<file path="src/rtl/decode_stage.sv">
// decode_stage
//   Decode stage of an RV32I/RV64I-style in-order pipeline. Each accepted
//   instruction is decoded into a class/flag bundle with its register fields
//   and sign-extended immediate. The result is held in one output register
//   backed by one skid entry, so in_ready never depends combinationally on
//   out_ready.
//
// Parameters
//   XLEN     : width of pc and immediate (32 or 64)
//   ENABLE_M : 1 treats funct7=0000001 on opcode 0110011 as a legal multiply
//
// Ports
//   clk, rst_n            : clock, asynchronous active-low reset
//   flush                 : discard every held bundle and this cycle's input
//   in_valid / in_ready   : upstream handshake
//   in_instr, in_pc       : raw instruction word and its address
//   out_valid / out_ready : downstream handshake
//   out_pc, out_rd, out_rs1, out_rs2, out_funct3, out_imm : decoded fields
//   out_flags             : {is_mul, is_system, is_store, is_load, is_alu_imm,
//                            is_auipc, is_lui, is_branch, is_jalr, is_jal,
//                            is_alu_reg, reg_write}
//   out_illegal           : bundle holds an illegal instruction
module decode_stage #(
  parameter int XLEN     = 32,
  parameter bit ENABLE_M = 1'b0
) (
  input  logic            clk,
  input  logic            rst_n,
  input  logic            flush,
  input  logic            in_valid,
  output logic            in_ready,
  input  logic [31:0]     in_instr,
  input  logic [XLEN-1:0] in_pc,
  output logic            out_valid,
  input  logic            out_ready,
  output logic [XLEN-1:0] out_pc,
  output logic [4:0]      out_rd,
  output logic [4:0]      out_rs1,
  output logic [4:0]      out_rs2,
  output logic [2:0]      out_funct3,
  output logic [XLEN-1:0] out_imm,
  output logic [11:0]     out_flags,
  output logic            out_illegal
);

  localparam logic [6:0] OP_REG    = 7'b0110011;
  localparam logic [6:0] OP_IMM    = 7'b0010011;
  localparam logic [6:0] OP_LOAD   = 7'b0000011;
  localparam logic [6:0] OP_STORE  = 7'b0100011;
  localparam logic [6:0] OP_BRANCH = 7'b1100011;
  localparam logic [6:0] OP_JALR   = 7'b1100111;
  localparam logic [6:0] OP_JAL    = 7'b1101111;
  localparam logic [6:0] OP_LUI    = 7'b0110111;
  localparam logic [6:0] OP_AUIPC  = 7'b0010111;
  localparam logic [6:0] OP_SYSTEM = 7'b1110011;

  localparam int F_MUL = 11, F_SYSTEM = 10, F_STORE = 9, F_LOAD = 8;
  localparam int F_ALU_IMM = 7, F_AUIPC = 6, F_LUI = 5, F_BRANCH = 4;
  localparam int F_JALR = 3, F_JAL = 2, F_ALU_REG = 1, F_REG_WRITE = 0;

  typedef struct packed {
    logic [XLEN-1:0] pc;
    logic [4:0]      rd;
    logic [4:0]      rs1;
    logic [4:0]      rs2;
    logic [2:0]      funct3;
    logic [XLEN-1:0] imm;
    logic [11:0]     flags;
    logic            illegal;
  } bundle_t;

  logic [6:0]  opcode;
  logic [6:0]  funct7;
  logic [2:0]  funct3;
  logic [63:0] immI, immS, immB, immU, immJ;
  logic [10:0] classBits;
  logic        decIllegal;
  bundle_t     decBundle;

  assign opcode = in_instr[6:0];
  assign funct7 = in_instr[31:25];
  assign funct3 = in_instr[14:12];

  // Immediates are built at 64 bits and truncated, which avoids zero-width
  // replications when XLEN is 32.
  assign immI = {{52{in_instr[31]}}, in_instr[31:20]};
  assign immS = {{52{in_instr[31]}}, in_instr[31:25], in_instr[11:7]};
  assign immB = {{51{in_instr[31]}}, in_instr[31], in_instr[7],
                 in_instr[30:25], in_instr[11:8], 1'b0};
  assign immU = {{32{in_instr[31]}}, in_instr[31:12], 12'b0};
  assign immJ = {{43{in_instr[31]}}, in_instr[31], in_instr[19:12],
                 in_instr[20], in_instr[30:21], 1'b0};

  // Combinational decode of the incoming word. Illegal words keep their raw
  // fields and pc but carry no class bits, no reg_write and a zero immediate.
  always_comb begin
    classBits  = '0;
    decIllegal = 1'b0;
    decBundle  = '0;
    decBundle.pc     = in_pc;
    decBundle.rd     = in_instr[11:7];
    decBundle.rs1    = in_instr[19:15];
    decBundle.rs2    = in_instr[24:20];
    decBundle.funct3 = funct3;

    unique case (opcode)
      OP_REG: begin
        if (funct7 == 7'b0000000)
          classBits[F_ALU_REG-1] = 1'b1;
        else if (funct7 == 7'b0100000 && (funct3 == 3'b000 || funct3 == 3'b101))
          classBits[F_ALU_REG-1] = 1'b1;
        else if (funct7 == 7'b0000001 && ENABLE_M)
          classBits[F_MUL-1] = 1'b1;
        else
          decIllegal = 1'b1;
      end
      OP_IMM:    begin classBits[F_ALU_IMM-1] = 1'b1; decBundle.imm = immI[XLEN-1:0]; end
      OP_LOAD:   begin classBits[F_LOAD-1]    = 1'b1; decBundle.imm = immI[XLEN-1:0]; end
      OP_STORE:  begin classBits[F_STORE-1]   = 1'b1; decBundle.imm = immS[XLEN-1:0]; end
      OP_BRANCH: begin classBits[F_BRANCH-1]  = 1'b1; decBundle.imm = immB[XLEN-1:0]; end
      OP_JALR:   begin classBits[F_JALR-1]    = 1'b1; decBundle.imm = immI[XLEN-1:0]; end
      OP_JAL:    begin classBits[F_JAL-1]     = 1'b1; decBundle.imm = immJ[XLEN-1:0]; end
      OP_LUI:    begin classBits[F_LUI-1]     = 1'b1; decBundle.imm = immU[XLEN-1:0]; end
      OP_AUIPC:  begin classBits[F_AUIPC-1]   = 1'b1; decBundle.imm = immU[XLEN-1:0]; end
      OP_SYSTEM: begin classBits[F_SYSTEM-1]  = 1'b1; decBundle.imm = immI[XLEN-1:0]; end
      default:   decIllegal = 1'b1;
    endcase

    // Every listed opcode already ends in 2'b11; the explicit test keeps the
    // compressed-encoding rule visible.
    if (in_instr[1:0] != 2'b11)
      decIllegal = 1'b1;

    if (decIllegal) begin
      decBundle.imm     = '0;
      decBundle.illegal = 1'b1;
    end else begin
      decBundle.flags[11:1] = classBits;
      decBundle.flags[F_REG_WRITE] = (in_instr[11:7] != 5'd0) &&
        (classBits[F_ALU_REG-1] || classBits[F_MUL-1] || classBits[F_ALU_IMM-1] ||
         classBits[F_LOAD-1] || classBits[F_JALR-1] || classBits[F_JAL-1] ||
         classBits[F_LUI-1] || classBits[F_AUIPC-1]);
    end
  end

  bundle_t outBundle_q, outBundle_d;
  bundle_t skidBundle_q, skidBundle_d;
  logic    outValid_q, outValid_d;
  logic    skidValid_q, skidValid_d;
  logic    accept;

  assign in_ready = !skidValid_q;
  assign accept   = in_valid && in_ready;

  // Output register plus skid entry. The skid only fills when the output is
  // stalled, so an empty output never coexists with a full skid; flush wins
  // over every other event including an accept in the same cycle.
  always_comb begin
    outBundle_d  = outBundle_q;
    skidBundle_d = skidBundle_q;
    outValid_d   = outValid_q;
    skidValid_d  = skidValid_q;
    if (flush) begin
      outValid_d  = 1'b0;
      skidValid_d = 1'b0;
    end else if (outValid_q && out_ready) begin
      if (skidValid_q) begin
        outBundle_d = skidBundle_q;
        skidValid_d = 1'b0;
      end else if (accept) begin
        outBundle_d = decBundle;
      end else begin
        outValid_d = 1'b0;
      end
    end else if (!outValid_q) begin
      if (accept) begin
        outBundle_d = decBundle;
        outValid_d  = 1'b1;
      end
    end else if (accept) begin
      skidBundle_d = decBundle;
      skidValid_d  = 1'b1;
    end
  end

  // State registers; reset clears both entries and all visible fields.
  always_ff @(posedge clk or negedge rst_n) begin
    if (!rst_n) begin
      outBundle_q  <= '0;
      skidBundle_q <= '0;
      outValid_q   <= 1'b0;
      skidValid_q  <= 1'b0;
    end else begin
      outBundle_q  <= outBundle_d;
      skidBundle_q <= skidBundle_d;
      outValid_q   <= outValid_d;
      skidValid_q  <= skidValid_d;
    end
  end

  assign out_valid   = outValid_q;
  assign out_pc      = outBundle_q.pc;
  assign out_rd      = outBundle_q.rd;
  assign out_rs1     = outBundle_q.rs1;
  assign out_rs2     = outBundle_q.rs2;
  assign out_funct3  = outBundle_q.funct3;
  assign out_imm     = outBundle_q.imm;
  assign out_flags   = outBundle_q.flags;
  assign out_illegal = outBundle_q.illegal;

endmodule
</file>
<file path="config.mk">
export PLATFORM = sky130hd
export DESIGN_NAME = decode_stage
export DESIGN_NICKNAME = d
export VERILOG_FILES = /design/src/rtl/decode_stage.sv
export SDC_FILE = /design/constraint.sdc
export NUM_CORES = 1
export LEC_CHECK = 0
export ABC_AREA = 1
export CELL_PAD_IN_SITES_DETAIL_PLACEMENT = 1
export CELL_PAD_IN_SITES_GLOBAL_PLACEMENT = 1
export CORE_MARGIN = 4
export CORE_UTILIZATION = 39
export CTS_CLUSTER_DIAMETER = 50
export CTS_CLUSTER_SIZE = 28
export DETAILED_ROUTE_END_ITERATION = 8
export PLACE_DENSITY = 0.89
export SLEW_MARGIN = 15
export SYNTH_ARGS = -nofsm -noshare
export SYNTH_HDL_FRONTEND = slang
export SYNTH_SLANG_ARGS = --single-unit
</file>
<file path="constraint.sdc">
create_clock -name clk -period 1.7 [get_ports clk]
set_input_delay 0.34 -clock clk [delete_from_list [all_inputs] [get_ports clk]]
set_output_delay 0.34 -clock clk [all_outputs]
set_load 0.02 [all_outputs]
</file>
Word-level counts from Yosys, hierarchy flattened
Cells that the tools add are included.
{ "totals": {"reg_bits": 192, "inputBits": 69, "output_inout_bits": 97, "word_cells": 94} }
{ "op_classes": {"mux": 34, "n_reduce_logical": 24, "n_eq_ne": 16, "n_bitwise": 2} }
{ "op_table": {"columns": ["operator", "n"], "rows": [
  ["95-bit two-way mux", 4],
  ["32-bit one-hot mux with 5 select lines", 1],
  ["32-bit two-way mux", 1],
  ["7-bit by 6-bit == test with 1-bit output (second input constant)", 4],
  ["7-bit == test (second input constant)", 4],
  ["1-bit two-way mux", 26],
  ["7-bit by 5-bit == test with 1-bit output (second input constant)", 2],
  ["11-bit two-way mux", 1],
  ["9-bit OR reduction", 1],
  ["7-bit by 2-bit == test with 1-bit output (second input constant)", 1],
  ["7-bit logical NOT", 1],
  ["1-bit logical OR", 7],
  ["3-bit != test (second input constant)", 2],
  ["2-bit AND reduction", 3],
  ["3-bit nonzero test", 2],
  ["5-bit nonzero test", 1],
  ["1-bit logical AND", 4],
  ["4-bit AND reduction", 1],
  ["4-bit OR reduction", 1],
  ["3-bit == test (second input constant)", 1],
  ["3-bit logical NOT", 1],
  ["2-bit by 1-bit != test with 1-bit output (second input constant)", 1],
  ["2-bit != test (second input constant)", 1],
  ["1-bit inverter", 2],
  ["other kinds (3)", 3]
]} }

Longest topological paths before layout
Gate-level depths: netlist (run 1).
{ "logic_depth": {"word_depth": 17, "mapped_depth": 11, "ltp_nobuf": 11} }

Least setup slack after synthesis (run 1)
No wires, ideal clock.
{ "synth_timing": {"path_kind": "flip-flop to flip-flop", "from": "reg outValid_q (netlist: out_valid)", "to": "reg outBundle_q (netlist bit out_funct3[2])", "slack_ps": 165, "arrival_time_ps": 1415, "path_buffers": 2, "period_less_slack_ps": 1535, "stages_incl_launch_ff": 9, "setup_time_ps": 120, "path_cell_list": "dfrtp_1 inv_1 nor2_1 nor2_1 buf_4 clkbuf_1 nand2_1 o21ai_0 inv_1"} }
{ "synth_between": {"elab_chain_len": 3, "word_cells_on_any_way": 4, "cone_classes": "eq/ne (1); mux (1); reduce/logical (2)"} }
{ "synth_lines": {"columns": ["item", "line", "source"], "rows": [
  ["start, declared", "148", "logic outValid_q, outValid_d;"],
  ["start signal, assigned", "196", "outValid_q <= outValid_d;"],
  ["1-bit logical AND", "166", "end else if (outValid_q && out_ready) begin"],
  ["2-bit by 1-bit != test with 1-bit output (no line)", null, null],
  ["2-bit AND reduction (no line)", null, null],
  ["end signal, assigned", "194", "outBundle_q <= outBundle_d;"],
  ["end, declared", "146", "bundle_t outBundle_q, outBundle_d;"]
]} }
Parallel ways exist; a longest one is shown, timed or not.
A chain may end at the register's enable or synchronous reset.

Worst setup path in the final report (run 1)
{ "layout_timing": {"from": "in in_instr[0]", "to": "reg outBundle_q (netlist bit out_imm[3])"} }
{ "layout_between": {"elab_chain_len": 8, "word_cells_on_any_way": 22, "cone_classes": "eq/ne (11); mux (8); reduce/logical (3)"} }
{ "layout_lines": {"columns": ["item", "line", "source"], "rows": [
  ["start, declared", "32", "input logic [31:0] in_instr,"],
  ["7-bit by 5-bit == test with 1-bit output, or another cell as far along", "106", "unique case (opcode)"],
  ["9-bit OR reduction (no line)", null, null],
  ["1-bit one-hot mux with 2 select lines", "106", null],
  ["1-bit two-way mux", "131", "if (in_instr[1:0] != 2'b11)"],
  ["32-bit two-way mux *", "134", "if (decIllegal) begin"],
  ["95-bit two-way mux *", "170, 176", null],
  ["95-bit two-way mux, on equally long branches", "175, 167", null],
  ["95-bit two-way mux *", "166", null]
]} }
Mark *: on every way between the ends. The rest lies on a longest branch, timed or not. The select of a mux whose other input is x is not followed.

==> results of run 1 <==
worst reg2reg max path: stages (launching register included):
cell and delay [ps]:
dfrtp_1 400, inv_1 80, nor2_1 50, buf_4 150, nor2_4 130, buf_4 320, o221a_2 280, nand2_1 70
nand2_1 50
layout make-up:
cell class | instances | area (sq um)
antenna | 1 | 2.502
clock buffer | 17 | 425.4
clock inverter | 15 | 197.7
fill | 2695 | 10470
inverter | 91 | 342.8
multi-input combinational | 746 | 3583
sequential | 191 | 4780
tap | 285 | 356.6
timing repair buffer | 250 | 2412
final timing paths:
path	start	end	slack, ps
max in group asynchronous	rst_n	out_pc[1]	720
setup / recovery	in_instr[0]	out_imm[3]	80
hold / removal	rst_n	out_imm[7]	400
min in group clk	in_pc[15]	skidBundle_q[78]	470
setup reg to reg	out_valid	out_illegal	110
hold reg to reg	skidBundle_q[5]	skidBundle_q[5]	480
cell usage after synthesis:
| library cell | instances |
|---|---|
| nor4_1 | 1 |
| o221a_2 | 34 |
| nand3_2 | 1 |
| clkbuf_1 | 28 |
| buf_4 | 5 |
| o221ai_1 | 4 |
| inv_2 | 5 |
| a31oi_1 | 10 |
| nand4_1 | 15 |
| nand2_1 | 452 |
| buf_6 | 1 |
| o31ai_1 | 3 |
| nor3_1 | 2 |
| o21ai_0 | 87 |
| a21oi_1 | 10 |
| nor2_1 | 37 |
| buf_1 | 16 |
| inv_1 | 85 |
| buf_2 | 17 |
| clkinv_1 | 1 |
| dfrtp_1 | 191 |
| nand3_1 | 29 |
| nand2_2 | 5 |
| nor2_2 | 2 |
| nand4_2 | 1 |
| nor2_4 | 1 |
| or2_2 | 1 |
| o22ai_1 | 50 |
| a211oi_1 | 1 |
repair_timing:
action | CTS | global route
setup buffers | 4 | 1
hold endpoints to repair | 36 | 0
cloned | 1 | 1
setup endpoints to repair | 113 | 109
pin swaps | 1 | 3
resized for setup | 100 | 37
hold buffers | 1 | 0
power by group:
group          internal (mW)  switching [mW]
Clock                   2.37            1.96
Sequential              5.38           0.561
Combinational           1.24            1.82
per-stage QoR:
| stage | TNS [ps] | setup WS (ps) | hold slack, ps | util | std cells |
|---|---|---|---|---|---|
| finish | 0 | 81.53 | 397.0 | 0.5361 | 1596 |
| global route | -1.916 | -1.916 | 433.0 | 0.5360 | 1595 |
| CTS | -7.584 | -7.584 | 419.5 | 0.5310 | 1594 |
| detailed placement | -46300 | -413.9 | 306.2 | 0.5053 | 1556 |
| global placement | -35680 | -358.2 | 310.5 | 0.5053 | 1556 |
| floorplan | 0 | 165.2 | 44.41 | - | 1095 |
sequential cells by signal, indices dropped and copies added, names as in the netlist:
| name | cells |
|---|---|
| out_rd | 5 |
| out_funct3 | 3 |
| out_pc | 32 |
| out_imm | 32 |
| out_illegal | 1 |
| out_valid | 1 |
| out_rs2 | 5 |
| skidValid_q | 1 |
| out_rs1 | 5 |
| out_flags | 12 |
| skidBundle_q | 94 |
cell families after synthesis:
family / count (synthesis) / share of synthesized area
buffers and inverters: 158 / 0.07195
DFF: 191 / 0.5368
and+or+nand+nor: 547 / 0.2442
AOI/OAI and AO/OA: 199 / 0.1470
per-layer routing:
layer	global-route usage	part of all wire
met1	0.3099	0.42
met2	0.4254	0.49
met3	0.06679	0.066
met4	0.09822	0.027
met5	0	0
==> flow_metrics.env, run 1 <==
export IMPL_max_freq_mhz=617.9
export IMPL_ys_seq_elements=191
export IMPL_final_common_cell="nand2_1"
export IMPL_yosysTopAreaCellShare=0.5368
export IMPL_slowest_stage="clkdlybuf4s50_1"
export IMPL_fin_worst_skew_ps=8.114
export IMPL_totalWireLength_microns=32110
export IMPL_r2r_cells=8
export IMPL_power_density_mw_per_mm2=1102
export IMPL_die_area_sq_mm=0.02531
export IMPL_io_pins=166
export IMPL_status="finished, final reports clean"
export IMPL_p_leak_nw=6.136
export IMPL_hold_violations=0
export IMPL_path_depth=12
export IMPL_clock_sinks=191
export IMPL_num_rows=55
export IMPL_place_area_sq_mm=0.01140
export IMPL_critPathCaptureType="register"
export IMPL_cts_root_buf="clkbuf_16"
export IMPL_synth_seq_area_share=0.5368
export IMPL_htreeDepth=4
export IMPL_crit_family="simple AND/OR/NAND/NOR gates"
export IMPL_grt_pass1_vias=9788
export IMPL_drtIter0Drc=658
export IMPL_cts_inserted_buffers=17
export IMPL_die_width_microns=159.1
export IMPL_syn_nets=1164
export IMPL_cp_data_arrival_time_ps=1950
export IMPL_layout_area_overhead_vs_synth_pct=35.91
export IMPL_gr_usage_all_layers=0.2520
export IMPL_irDropWorstVdd_mv=0.7347
export IMPL_required_ps=2030
export IMPL_cts_tree="done"
export IMPL_antenna_found_initial=1
export IMPL_clkSlewWorstSetupHoldPaths_ps=80
export IMPL_startpoint_type="primary input"
export IMPL_core_area_sq_mm=0.02257
export IMPL_period_minus_slack_ps=1618
export IMPL_hold_class="primary input to async pin"
export IMPL_grt_ovfl_total=0
export IMPL_wire_per_inst_microns=20.12
export IMPL_power_mw=13.33
export IMPL_synth_area_leaders="dfrtp_1, nand2_1, o21ai_0, o221a_2, inv_1"
export IMPL_fin_crit_sh=0.9520
export IMPL_nets=1366
export IMPL_routed_via_density=5.499
export IMPL_cts_max_path_buffers=2
export IMPL_drv_cap=0
export IMPL_cp_max_fo=5
export IMPL_cpPeakStageDelay_ps=430
export IMPL_worstPathCellList="clkdlybuf4s50_1 > nand2_2 > inv_2 > nand2_2 > nor2_4 > nor2_4 > nand2_2 > buf_4 > nand2_1 > nand4_1 > nand2_1 > nand2_1"
export IMPL_grt_start_max_net_pins=55
export IMPL_insertion_delay_ps=440
export IMPL_ys_types=29
export IMPL_dr_pass1_iters=5
export IMPL_stdcell_area_sq_mm=0.01210
export IMPL_slew_violations=0
export IMPL_fp_dieH_microns=159.1
export IMPL_final_cell_mix="nand2_1, dfrtp_1, dlygate4sd2_1, inv_1, o21ai_0"
export IMPL_grt_pass1_wl_microns=52270
export IMPL_setup_viol=0
export IMPL_start_util=0.3945
export IMPL_yosys_warnings=0
export IMPL_synth_area_sq_mm=0.008904
export IMPL_synthCells=1095
export IMPL_numPortBuffers=165
export IMPL_place_congestion=0.8226
export IMPL_synth_largest_area_cell="dfrtp_1"
export IMPL_route_detailed_drc=0
export IMPL_slew_limit_headroom=0.7079
export IMPL_path_class="primary input to register"
export IMPL_drive_above_1_share=0.1435
export IMPL_drtAntennaViolNets=0
export IMPL_avgSynthCellArea_sq_um=8.131
export IMPL_tightestPinTransition_ps=438.1
export IMPL_num_vias=8776
export IMPL_dp_hpwl_microns=20950
export IMPL_crit_buf_inv=3
(Power assumes the default switching activity.)
==> run 2, diff against run 1 <==
SLEW_MARGIN = 20   (was 15)
==> results of run 2 <==
Same layout as run 1: the final DEF is identical, and so are final timing and power.
